<file path="config.mk">
export PLATFORM = sky130hd
export DESIGN_NAME = vram_arb
export DESIGN_NICKNAME = d
export VERILOG_FILES = /design/src/rtl/vram_arb.sv
export SDC_FILE = /design/constraint.sdc
export NUM_CORES = 1
export LEC_CHECK = 0
export CAP_MARGIN = 20
export CORE_ASPECT_RATIO = 0.7
export CORE_UTILIZATION = 51
export DETAILED_ROUTE_END_ITERATION = 8
export HOLD_SLACK_MARGIN = 0.1
export PLACE_DENSITY = 0.89
export SYNTH_ARGS = -nofsm -noshare
export SYNTH_HDL_FRONTEND = slang
export SYNTH_SLANG_ARGS = --single-unit
export TNS_END_PERCENT = 10
</file>
<file path="constraint.sdc">
create_clock -name VGA_CLK -period 2.45 [get_ports VGA_CLK]
set_clock_uncertainty 0.1 [all_clocks]
set_input_delay 0.49 -clock VGA_CLK [delete_from_list [all_inputs] [get_ports VGA_CLK]]
set_output_delay 0.49 -clock VGA_CLK [all_outputs]
set_load 0.005 [all_outputs]
</file>
<file path="src/rtl/vram_arb.sv">
// Single-port VRAM arbiter: display scan-out reads, one-entry host write hold
// register and a full-frame clear engine share one synchronous RAM port.
module vram_arb #(
   parameter int unsigned ADDR_W    = 19,
   parameter int unsigned DATA_W    = 1,
   parameter int unsigned PIX_TOTAL = 307200
) (
   input  logic              VGA_CLK,
   input  logic              RST,
   input  logic              DISP_RD,
   input  logic [ADDR_W-1:0] DISP_ADDR,
   output logic [DATA_W-1:0] DISP_DATA,
   output logic              DISP_VALID,
   input  logic              WR_VALID,
   output logic              WR_READY,
   input  logic [ADDR_W-1:0] WR_ADDR,
   input  logic [DATA_W-1:0] WR_DATA,
   input  logic              CLR_START,
   input  logic [DATA_W-1:0] CLR_DATA,
   output logic              CLR_BUSY,
   output logic              ADDR_ERR,
   output logic              MEM_EN,
   output logic              MEM_WE,
   output logic [ADDR_W-1:0] MEM_ADDR,
   output logic [DATA_W-1:0] MEM_WDATA,
   input  logic [DATA_W-1:0] MEM_RDATA
);

   localparam logic [ADDR_W-1:0] LAST_ADDR = ADDR_W'(PIX_TOTAL - 1);

   typedef enum logic [1:0] {IDLE, PEND, CLEAR} clr_state_e;

   clr_state_e        state_q, state_d;
   logic [ADDR_W-1:0] cnt_q, cnt_d;
   logic [DATA_W-1:0] fill_q, fill_d;

   logic              hold_full_q, hold_full_d;
   logic [ADDR_W-1:0] hold_addr_q;
   logic [DATA_W-1:0] hold_data_q;

   logic              mem_en_q, mem_en_d, mem_we_q, mem_we_d;
   logic [ADDR_W-1:0] mem_addr_q, mem_addr_d;
   logic [DATA_W-1:0] mem_wdata_q, mem_wdata_d;

   logic              rd1_q, rd2_q, disp_valid_q;
   logic [DATA_W-1:0] disp_data_q;
   logic              wr_ready_q, wr_ready_d;
   logic              clr_busy_q, addr_err_q;

   logic              accept, hold_ld, drain, clr_wr;

   always_comb begin
      accept      = WR_VALID && wr_ready_q;
      hold_ld     = accept && (WR_ADDR <= LAST_ADDR);
      drain       = hold_full_q && !DISP_RD;
      clr_wr      = (state_q == CLEAR) && !DISP_RD && !hold_full_q;
      hold_full_d = hold_ld || (hold_full_q && !drain);

      state_d = state_q;
      cnt_d   = cnt_q;
      fill_d  = fill_q;
      case (state_q)
         IDLE: begin
            if (CLR_START) begin
               fill_d  = CLR_DATA;
               cnt_d   = '0;
               // a write accepted on this same edge must reach memory before the clear
               state_d = hold_full_d ? PEND : CLEAR;
            end
         end
         PEND: begin
            if (!hold_full_d) state_d = CLEAR;
         end
         CLEAR: begin
            if (clr_wr) begin
               if (cnt_q == LAST_ADDR) begin
                  state_d = IDLE;
                  cnt_d   = '0;
               end else begin
                  cnt_d = cnt_q + ADDR_W'(1);
               end
            end
         end
         default: state_d = IDLE;
      endcase

      mem_en_d    = DISP_RD || drain || clr_wr;
      mem_we_d    = !DISP_RD && (drain || clr_wr);
      mem_addr_d  = mem_addr_q;
      mem_wdata_d = mem_wdata_q;
      if (DISP_RD) begin
         mem_addr_d = DISP_ADDR;
      end else if (drain) begin
         mem_addr_d  = hold_addr_q;
         mem_wdata_d = hold_data_q;
      end else if (clr_wr) begin
         mem_addr_d  = cnt_q;
         mem_wdata_d = fill_q;
      end

      // ready re-opens one edge after the hold register has actually emptied
      wr_ready_d = !hold_full_q && !accept && (state_d == IDLE);
   end

   always_ff @(posedge VGA_CLK or negedge RST) begin
      if (!RST) begin
         state_q      <= IDLE;
         cnt_q        <= '0;
         fill_q       <= '0;
         hold_full_q  <= 1'b0;
         hold_addr_q  <= '0;
         hold_data_q  <= '0;
         mem_en_q     <= 1'b0;
         mem_we_q     <= 1'b0;
         mem_addr_q   <= '0;
         mem_wdata_q  <= '0;
         rd1_q        <= 1'b0;
         rd2_q        <= 1'b0;
         disp_valid_q <= 1'b0;
         disp_data_q  <= '0;
         wr_ready_q   <= 1'b0;
         clr_busy_q   <= 1'b0;
         addr_err_q   <= 1'b0;
      end else begin
         state_q      <= state_d;
         cnt_q        <= cnt_d;
         fill_q       <= fill_d;
         hold_full_q  <= hold_full_d;
         if (hold_ld) begin
            hold_addr_q <= WR_ADDR;
            hold_data_q <= WR_DATA;
         end
         mem_en_q     <= mem_en_d;
         mem_we_q     <= mem_we_d;
         mem_addr_q   <= mem_addr_d;
         mem_wdata_q  <= mem_wdata_d;
         rd1_q        <= DISP_RD;
         rd2_q        <= rd1_q;
         disp_valid_q <= rd2_q;
         if (rd2_q) disp_data_q <= MEM_RDATA;
         wr_ready_q   <= wr_ready_d;
         clr_busy_q   <= (state_d != IDLE);
         if (accept && (WR_ADDR > LAST_ADDR)) addr_err_q <= 1'b1;
      end
   end

   assign MEM_EN     = mem_en_q;
   assign MEM_WE     = mem_we_q;
   assign MEM_ADDR   = mem_addr_q;
   assign MEM_WDATA  = mem_wdata_q;
   assign DISP_VALID = disp_valid_q;
   assign DISP_DATA  = disp_data_q;
   assign WR_READY   = wr_ready_q;
   assign CLR_BUSY   = clr_busy_q;
   assign ADDR_ERR   = addr_err_q;

endmodule

</file>
* Word-level counts from Yosys, hierarchy flattened
Cells that the tools add are included.
Storage, ports and cells: input bits 46, word-level logic and storage cells 68, register bits 72, output and inout bits 27
Cells by class: mux-type cells 15, equal/unequal tests 5, magnitude comparators 2, add/subtract/negate cells 1, bitwise gates (word level) 1, reductions and logical operators 27
Operators with widths (number):
- $mux W19 | 6
- $pmux W19 S2 | 1
- $add A19 B1 Y19 const B | 1
- $eq A19 B19 Y1 const B | 1
- $gt A19 B19 Y1 const B | 1
- $le A19 B19 Y1 const B | 1
- $logic_and A1 B1 Y1 | 10
- $mux W2 | 5
- $pmux W2 S3 | 1
- $reduce_bool A2 Y1 | 3
- $logic_not A1 Y1 | 4
- $logic_not A2 Y1 | 2
- $logic_or A1 B1 Y1 | 4
- $ne A2 B2 Y1 const B | 2
- $reduce_and A2 Y1 | 2
- $reduce_and A3 Y1 | 1
- $reduce_bool A3 Y1 | 1
- $eq A2 B1 Y1 const B | 1
- $eq A2 B2 Y1 const B | 1
- $mux W1 | 2
- $not A1 Y1 | 1

* Logic depth before layout (Yosys ltp)
Gate-level depths: netlist of run 1.
depth in word-level cells 10, mapped depth 7, gate-level depth less buffers 6

* Worst setup path after synthesis of run 1
No wires, ideal clock.
path kind register to register, start point reg cnt_q[0], end point reg cnt_q[18], required time 2.249 ns, slack 0.362 ns, period minus slack after synthesis 2.088 ns, path buffers 0, cell stages (with the launch flop) 6, data arrival time 1.888 ns, cells stage by stage dfrtp_1 -> ha_1 -> nand3_1 -> or4_4 -> or3_4 -> o311ai_2
Between the ends: cells in the longest elaborated chain, start to end 4, elaborated cells between the ends (all ways) 5, those cells by class 1 x add/sub; 1 x eq/ne; 3 x mux
Ends and longest elaborated chain:
- from (decl) | RTL line 34 | logic [ADDR_W-1:0] cnt_q, cnt_d;
- from (signal assigned) | RTL line 126 | cnt_q <= cnt_d;
- $add A19 B1 Y19 or $eq A19 B19 Y1 (tied branches) | RTL line 80, 76
- $mux W19 * | RTL line 76 | if (cnt_q == LAST_ADDR) begin
- $mux W19 * | RTL line 75 | if (clr_wr) begin
- $pmux W19 S2 * | RTL line 62 | case (state_q)
Every way passes the cells marked *; elsewhere a longest branch is shown, timed or not. The select of a mux whose other input is x is not followed. A chain may end at the register's enable or synchronous reset.

* Worst setup path after layout of run 1
start point reg cnt_q[8], end point reg cnt_q[9]
Same word-level chain as after synthesis.

==> summary.txt, run 1 <==
Synth
  – Post-synthesis mux area share: 12.31%
  – Yosys cell types: 53
  – Synth Net Count: 387
  – Main combinational cell family by area after synthesis: simple AND/OR/NAND/NOR gates
  – Synth top area share: 52.00%
  – Seq/Total Area, Yosys: 52.00%
  – Synth Area in Compound Gates: 15.20%
  – Async SR Flop Fraction: 100.0%
  – Syn avg cell area: 10.19 um2
  – Synth area leaders: dfrtp_1, mux2_2, mux2i_1, o21ai_0, nand2_1
  – Synthesized area: 0.003465 mm2
  – EDFF count, synth: 0
  – Cells after Synth: 340
  – Yosys reg bits: 72
  – Yosys warnings: 0
  – Yosys top cell by area: dfrtp_1
  – Adder-cell share of the synthesized area: 0.3611%
  – Synth Flop Type: dfrtp_1
  – Post-synthesis xor/xnor area fraction: 0.7584%
  – Post-synthesis simple-gate area fraction: 16.29%

Power and ir drop
  – Leakage: 1.824 nW
  – Maximum VDD drop: 0.5237 mV
  – PnR Total Power: 3.954 mW
  – Cell Pwr Density: 873.4 mW/mm2

Die
  – DIE WIDTH: 100.5 um
  – Initial Util: 54.17%
  – Die Area: 0.007132 mm2
  – # IOs: 73
  – Die Y: 70.96 um
  – Core region area: 0.006396 mm2
  – # rows: 24

Finish
  – Commonest non-fill, non-tap cells in the layout: dfrtp_1, clkdlybuf4s50_1, nand2_1
  – Share of cells above drive strength 1: 14.01%
  – Layout overhead on the synthesized area: 30.66%
  – Antenna cells: 0
  – NumNets Final: 464
  – Commonest non-fill, non-tap cell in the layout: dfrtp_1

Run
  – Max-Cap Viols: 0

Critical path
  – CP arrival: 2.45 ns
  – Worst-path cell chain: nand3_1 -> or4_4 -> o21ai_2 -> o21ai_0 -> o2bb2ai_1
  – CP max stage cell: or4_4
  – Crit end category: flop
  – Crit path kind: flop to flop
  – Crit-path max FO: 8
  – Worst endpoint required time: 2.58 ns
  – Crit-path max cell delay: 0.60 ns
  – Startpoint Class: flop

Clocking
  – Clk_lat worst skew: 0.35 ns
  – TritonCTS Buffers: 9
  – CTS Root Cell: clkbuf_8
  – Cts repair resizes: 0
  – CTS tree: built
  – Worst-case clock buffer depth: 2
  – H-tree Lvls: 3
  – Clock sink total: 72
  – Clock Pin Slew Worst Setup and Hold Paths: 0.07 ns

Place
  – GPL Wtd Cong: 0.8759
  – Port Buf Inserts: 72
  – DP Wirelength: 6169 um

STA
  – Crit path time final: 2.315 ns
  – Setup_tns: 0 ns
  – Max-slew violations: 0
  – Achievable Freq: 432.0 MHz
  – Max-slew headroom: 60.10%
  – Final setup fails: 0
  – Period utilization: 94.47%
  – RSZ-0062 raised after global routing: no
  – Worst slew pin tran: 0.5984 ns
  – Hold Vio Cnt, Final: 0

Detailed routing
  – Met3 routed WL: 614 um
  – DR iter-0 viols: 164
  – Vias: 2895
  – DR pass1 iterations: 5
  – Top sig layer: met4
  – DR WL met2: 4145 um
  – Post-route ant nets: 0
  – Final wirelength: 8628 um
  – Vias per inst: 5.654
  – Wire per inst: 16.85 um
  – Met1 WL: 3775 um
  – DRC Markers: 0

Global routing
  – Pin count of the biggest net entering global routing: 51
  – GRT Total Usage: 26.82%
  – Number of global-route vias before repair: 3019
  – Antenna violations before repair: 0
  – Total gr overflow: 0
  – First-pass GRT wire length: 14380 um

Status
  – Status: completed

Hold path
  – HP Class: flop to flop
[routing by layer]
metal | vias up | GRT usage [%]
met5 | - | 0
met4 | 0 | 8.374
met3 | 10 | 9.091
met2 | 130 | 43.76
met1 | 1392 | 33.94
li1 | 1363 | -
[cell families after synthesis]
| family | Yosys count |
|---|---|
| simple gates | 111 |
| compound gates | 86 |
| flops | 72 |
| mux | 40 |
| buf+inv | 27 |
| xor+xnor | 3 |
| fa+ha+maj | 1 |
[where the power goes]
| part | internal (mW) | switching, mW |
|---|---|---|
| logic | 0.704 | 0.590 |
| clock network | 0.388 | 0.427 |
| registers | 1.56 | 0.288 |
[path summary, 6_finish.rpt]
check,end,slack [ns],cells past startpoint,startpoint
max in group asynchronous,cnt_q[14],1.12,3,RST
worst min-delay path,rd2_q,0.25,0,rd1_q
worst min register to register,rd2_q,0.25,0,rd1_q
min in group asynchronous,DISP_VALID,0.58,2,RST
worst max register to register,cnt_q[9],0.14,5,cnt_q[8]
worst max-delay path,cnt_q[9],0.14,5,cnt_q[8]
[area by class of cell]
class | count | area (um2)
Timing Repair Buffer | 86 | 855.8
Fill cell | 502 | 1869
Sequential cell | 72 | 1802
Inverter | 7 | 26.28
Clock buffer | 12 | 145.1
Clock inverter | 3 | 18.77
Tap cell | 91 | 113.9
Multi-Input combinational cell | 241 | 1565
[metrics by stage]
| step | hold WS [ns] | cell area, um2 | instances | worst slack (ns) | utilization [%] |
|---|---|---|---|---|---|
| 4_1_cts | 0.2507 | 4527 | 512 | 0.1689 | 70.77 |
| 3_5_place_dp | 0.2347 | 4353 | 496 | 0.02139 | 68.06 |
| 5_1_grt | 0.2626 | 4527 | 512 | 0.03226 | 70.77 |
| 6_report | 0.2485 | 4527 | 512 | 0.1354 | 70.77 |
| 2_1_floorplan | 0.09441 | 3465 | 340 | 0.3618 | - |
| 3_3_place_gp | 0.2343 | 4353 | 496 | 0.07497 | 68.06 |
[worst max-delay path, delay by kind of cell, from the launching register on]
family	cells	cell delay, ns
AO/OA/AOI/OAI	3	0.77
flip-flops	1	0.46
AND/OR/NAND/NOR	2	0.86
[state kept, by name (all words and copies together) (netlist names), 2 cells and up]
register and cells:
state_q 2, cnt_q 19, hold_addr_q 19, MEM_ADDR 19
[Yosys cell counts, drive strengths merged, types with 2 or more instances]
cell     count
a21o         2
a21oi       26
a2bb2oi      2
a31oi        2
and4         2
buf          5
clkbuf      15
dfrtp       72
inv          7
mux2        21
mux2i       19
nand2       37
nand2b       4
nand3        9
nand4        2
nor2        28
nor2b        3
nor3         5
nor3b        3
nor4         3
nor4b        2
o21ai       33
o21bai       2
o2bb2ai      3
o31ai        5
or3          3
or4          3
xnor2        3
[repair_timing]
| action | 4_1_cts | 5_1_grt |
|---|---|---|
| hold buffers | 1 | 0 |
| endpoints found under the hold margin | 21 | 0 |
| setup buffers | 0 | 0 |
Note: power is estimated with default switching activity, not from simulation.
==> inputs of run 2 (changes only) <==
--- a/config.mk
+++ b/config.mk
@@ -8,9 +8,11 @@
 export CAP_MARGIN = 20
 export CORE_ASPECT_RATIO = 0.7
 export CORE_UTILIZATION = 51
+export CTS_CLUSTER_DIAMETER = 60
 export DETAILED_ROUTE_END_ITERATION = 8
 export HOLD_SLACK_MARGIN = 0.1
 export PLACE_DENSITY = 0.89
+export SLEW_MARGIN = 25
 export SYNTH_ARGS = -nofsm -noshare
 export SYNTH_HDL_FRONTEND = slang
 export SYNTH_SLANG_ARGS = --single-unit
==> results of run 2 <==
No change in the layout: final DEF, timing and power equal those of run 1.
==> inputs of run 3 (changes only) <==
--- a/config.mk
+++ b/config.mk
@@ -12,6 +12,7 @@
 export DETAILED_ROUTE_END_ITERATION = 8
 export HOLD_SLACK_MARGIN = 0.1
 export PLACE_DENSITY = 0.89
+export RECOVER_POWER = 50
 export SLEW_MARGIN = 25
 export SYNTH_ARGS = -nofsm -noshare
 export SYNTH_HDL_FRONTEND = slang
==> run 3 against run 2 <==
  * Critical path depth is the same
  * Non-clock buffer count is the same
  * Global-route usage is the same
  * Final cell count is the same
  * Setup slack lost 0.0015 ns
  * Clock-buffer cell count is the same
  * Sequential cell count is the same
  * Critical path type unchanged
  * Core utilization shrank 0.31 points
==> summary.txt, run 3 (synthesis gave the netlist of run 1 again) <==
Status
  – Status: completed

STA
  – Hold Vio Cnt, Final: 0 (unchanged)
  – Setup WS post-layout: 0.1340 ns (-0.001474 ns)
  – Final setup fails: 0 (unchanged)
  – Setup_tns: 0 ns (unchanged)
  – Period utilization: 94.53% (about the same)
  – Max-slew headroom: 3.696% (-56 points)
  – Worst slew pin tran: 1.445 ns (+0.8461 ns)
  – Achievable Freq: 431.8 MHz (about the same)
  – RSZ-0062 raised after global routing: no
  – Max-slew violations: 0 (unchanged)
  – Crit path time final: 2.316 ns (+0.001474 ns)

Finish
  – Layout overhead on the synthesized area: 30.08%
  – NumNets Final: 464 (unchanged)
  – Antenna cells: 0 (unchanged)
  – FF+latch area: 0.001802 mm2 (unchanged)
  – Fillers: 508 (+1.2%)
  – Share of cells above drive strength 1: 12.83% (-1.2 points)
  – Commonest non-fill, non-tap cells in the layout: dfrtp_1, clkdlybuf4s50_1, nand2_1
  – Multi-input logic area: 0.001560 mm2 (-0.32%)
  – Commonest non-fill, non-tap cell in the layout: dfrtp_1

Detailed routing
  – Wire per inst: 16.85 um (unchanged)
  – DRC Markers: 0 (unchanged)
  – DR iter-0 viols: 149 (-9.1%)
  – DR pass1 iterations: 5 (unchanged)
  – Vias per inst: 5.666 (+0.21%)
  – Vias: 2901 (+0.21%)
  – Final wirelength: 8628 um (unchanged)
  – Post-route ant nets: 0 (unchanged)

Power and ir drop
  – Maximum VDD drop: 0.5232 mV (about the same)
  – Psw: 1.305 mW (about the same)
  – PnR Total Power: 3.945 mW (-0.21%)
  – Reg power frac: 46.8% (about the same)
  – Leakage: 1.807 nW (-0.88%)
  – Clk pwr share: 20.7% (about the same)
  – Combinational share of power: 32.6% (about the same)
  – Sw Share: 33.08% (+0.077 points)
  – Int Power: 2.640 mW (-0.32%)
  – Cell Pwr Density: 875.4 mW/mm2 (+0.23%)

Critical path
  – Crit end category: flop
  – Crit path kind: flop to flop
  – Worst Setup SP: cnt_q[8]
  – Worst endpoint required time: 2.58 ns (about the same)
  – R2r setup slk: 0.13 ns (about the same)
  – Startpoint Class: flop
  – Worst reg2reg path depth: 5 (unchanged)
  – Crit-path max FO: 8 (unchanged)
  – R2R Path Start: cnt_q[8]
  – CP arrival: 2.45 ns (about the same)

Clocking
  – CTS tree: built
  – Cts repair resizes: 0 (unchanged)
  – Clock Pin Slew Worst Setup and Hold Paths: 0.07 ns (about the same)
  – Clk_lat worst skew: 0.35 ns (about the same)
  – CTS Root Cell: clkbuf_8
  – Worst-case clock buffer depth: 2 (unchanged)
  – H-tree Lvls: 3 (unchanged)
  – Hold buffers post-CTS: 1 (unchanged)
  – # Post-CTS Setup Buffers: 0 (unchanged)
  – TritonCTS Buffers: 9 (unchanged)
  – Clock sink total: 72 (unchanged)

Place
  – Port Buf Inserts: 72 (unchanged)
  – DP Wirelength: 6169 um (unchanged)
  – GPL Wtd Cong: 0.8759 (unchanged)
  – Setup WS pre-CTS: 0.02139 ns (unchanged)

Hold path
  – HP Start: rd1_q
  – Hold path depth: 0 (unchanged)
  – HP Class: flop to flop

Global routing
  – Number of global-route vias before repair: 3019 (unchanged)
  – GRT Max-Usage Layer: met2
  – Pin count of the biggest net entering global routing: 51 (unchanged)
  – First-pass GRT wire length: 14380 um (unchanged)
  – Met1 usage: 33.94% (unchanged)
  – GRT Total Usage: 26.82% (unchanged)
  – Antenna violations before repair: 0 (unchanged)
  – Met2 usage: 43.76% (unchanged)
  – Total gr overflow: 0 (unchanged)
  – GRT met3 Usage: 9.091% (unchanged)

Die
  – Die Area: 0.007132 mm2 (unchanged)
  – # IOs: 73 (unchanged)
  – # rows: 24 (unchanged)
  – DIE WIDTH: 100.5 um (unchanged)
  – Initial Util: 54.17% (unchanged)
  – Die Y: 70.96 um (unchanged)
  – Core region area: 0.006396 mm2 (unchanged)

Run
  – Max-Cap Viols: 0 (unchanged)
-- run 3: changes by cell type in the layout (fill, tap and decap cells not counted), sizes merged --
cell	change
dlygate4sd3	+2
buf	-6
clkbuf	+6
clkdlybuf4s50	-2
-- run 3: final timing paths --
| check | to |
|---|---|
| worst max-delay path | cnt_q[9] |
| worst min-delay path | rd2_q |
| worst max register to register | cnt_q[9] |
| worst min register to register | rd2_q |
| max in group asynchronous | MEM_ADDR[16] |
| min in group asynchronous | cnt_q[2] |
-- run 3: layout make-up --
type | instances | share of cell area, %
flip-flops and latches | 72 | 39.98
multi-input cells | 241 | 34.62
repair buffers | 86 | 18.66
clock buffers | 12 | 3.220
well taps | 91 | 2.526
inverters | 7 | 0.5830
clock inverters | 3 | 0.4164
-- run 3: power by group through the flow --
stage | logic [mW] | registers, mW | clock network (mW)
floorplan | 0.719 | 1.80 | 0
global placement | 1.23 | 1.83 | 0
detailed placement | 1.29 | 1.86 | 0
CTS | 1.30 | 1.84 | 0.834
global route | 1.42 | 1.89 | 0.884
finish | 1.29 | 1.85 | 0.815
-- run 3: metrics by stage --
step,hold slack [ns],cell area (um2),cells,util [%]
final,0.2490,4507,512,70.46
after global placement,0.2343,4353,496,68.06
after detailed placement,0.2347,4353,496,68.06
after CTS,0.2507,4527,512,70.77
after global routing,0.2626,4507,512,70.46
after floorplan,0.09441,3465,340,-
-- run 3: routing by layer --
metal / vias up / wire, um
li1: 1364 / -
met1: 1395 / 3780
met2: 131 / 4118
met3: 11 / 621
met4: 0 / 108
met5: - / 0
-- run 3: critical path, stage by stage, from the launching register on --
cell and delay (ns):
dfrtp_1 0.45, nand3_1 0.26, or4_4 0.60, o21ai_2 0.41, o21ai_0 0.21, o2bb2ai_1 0.17
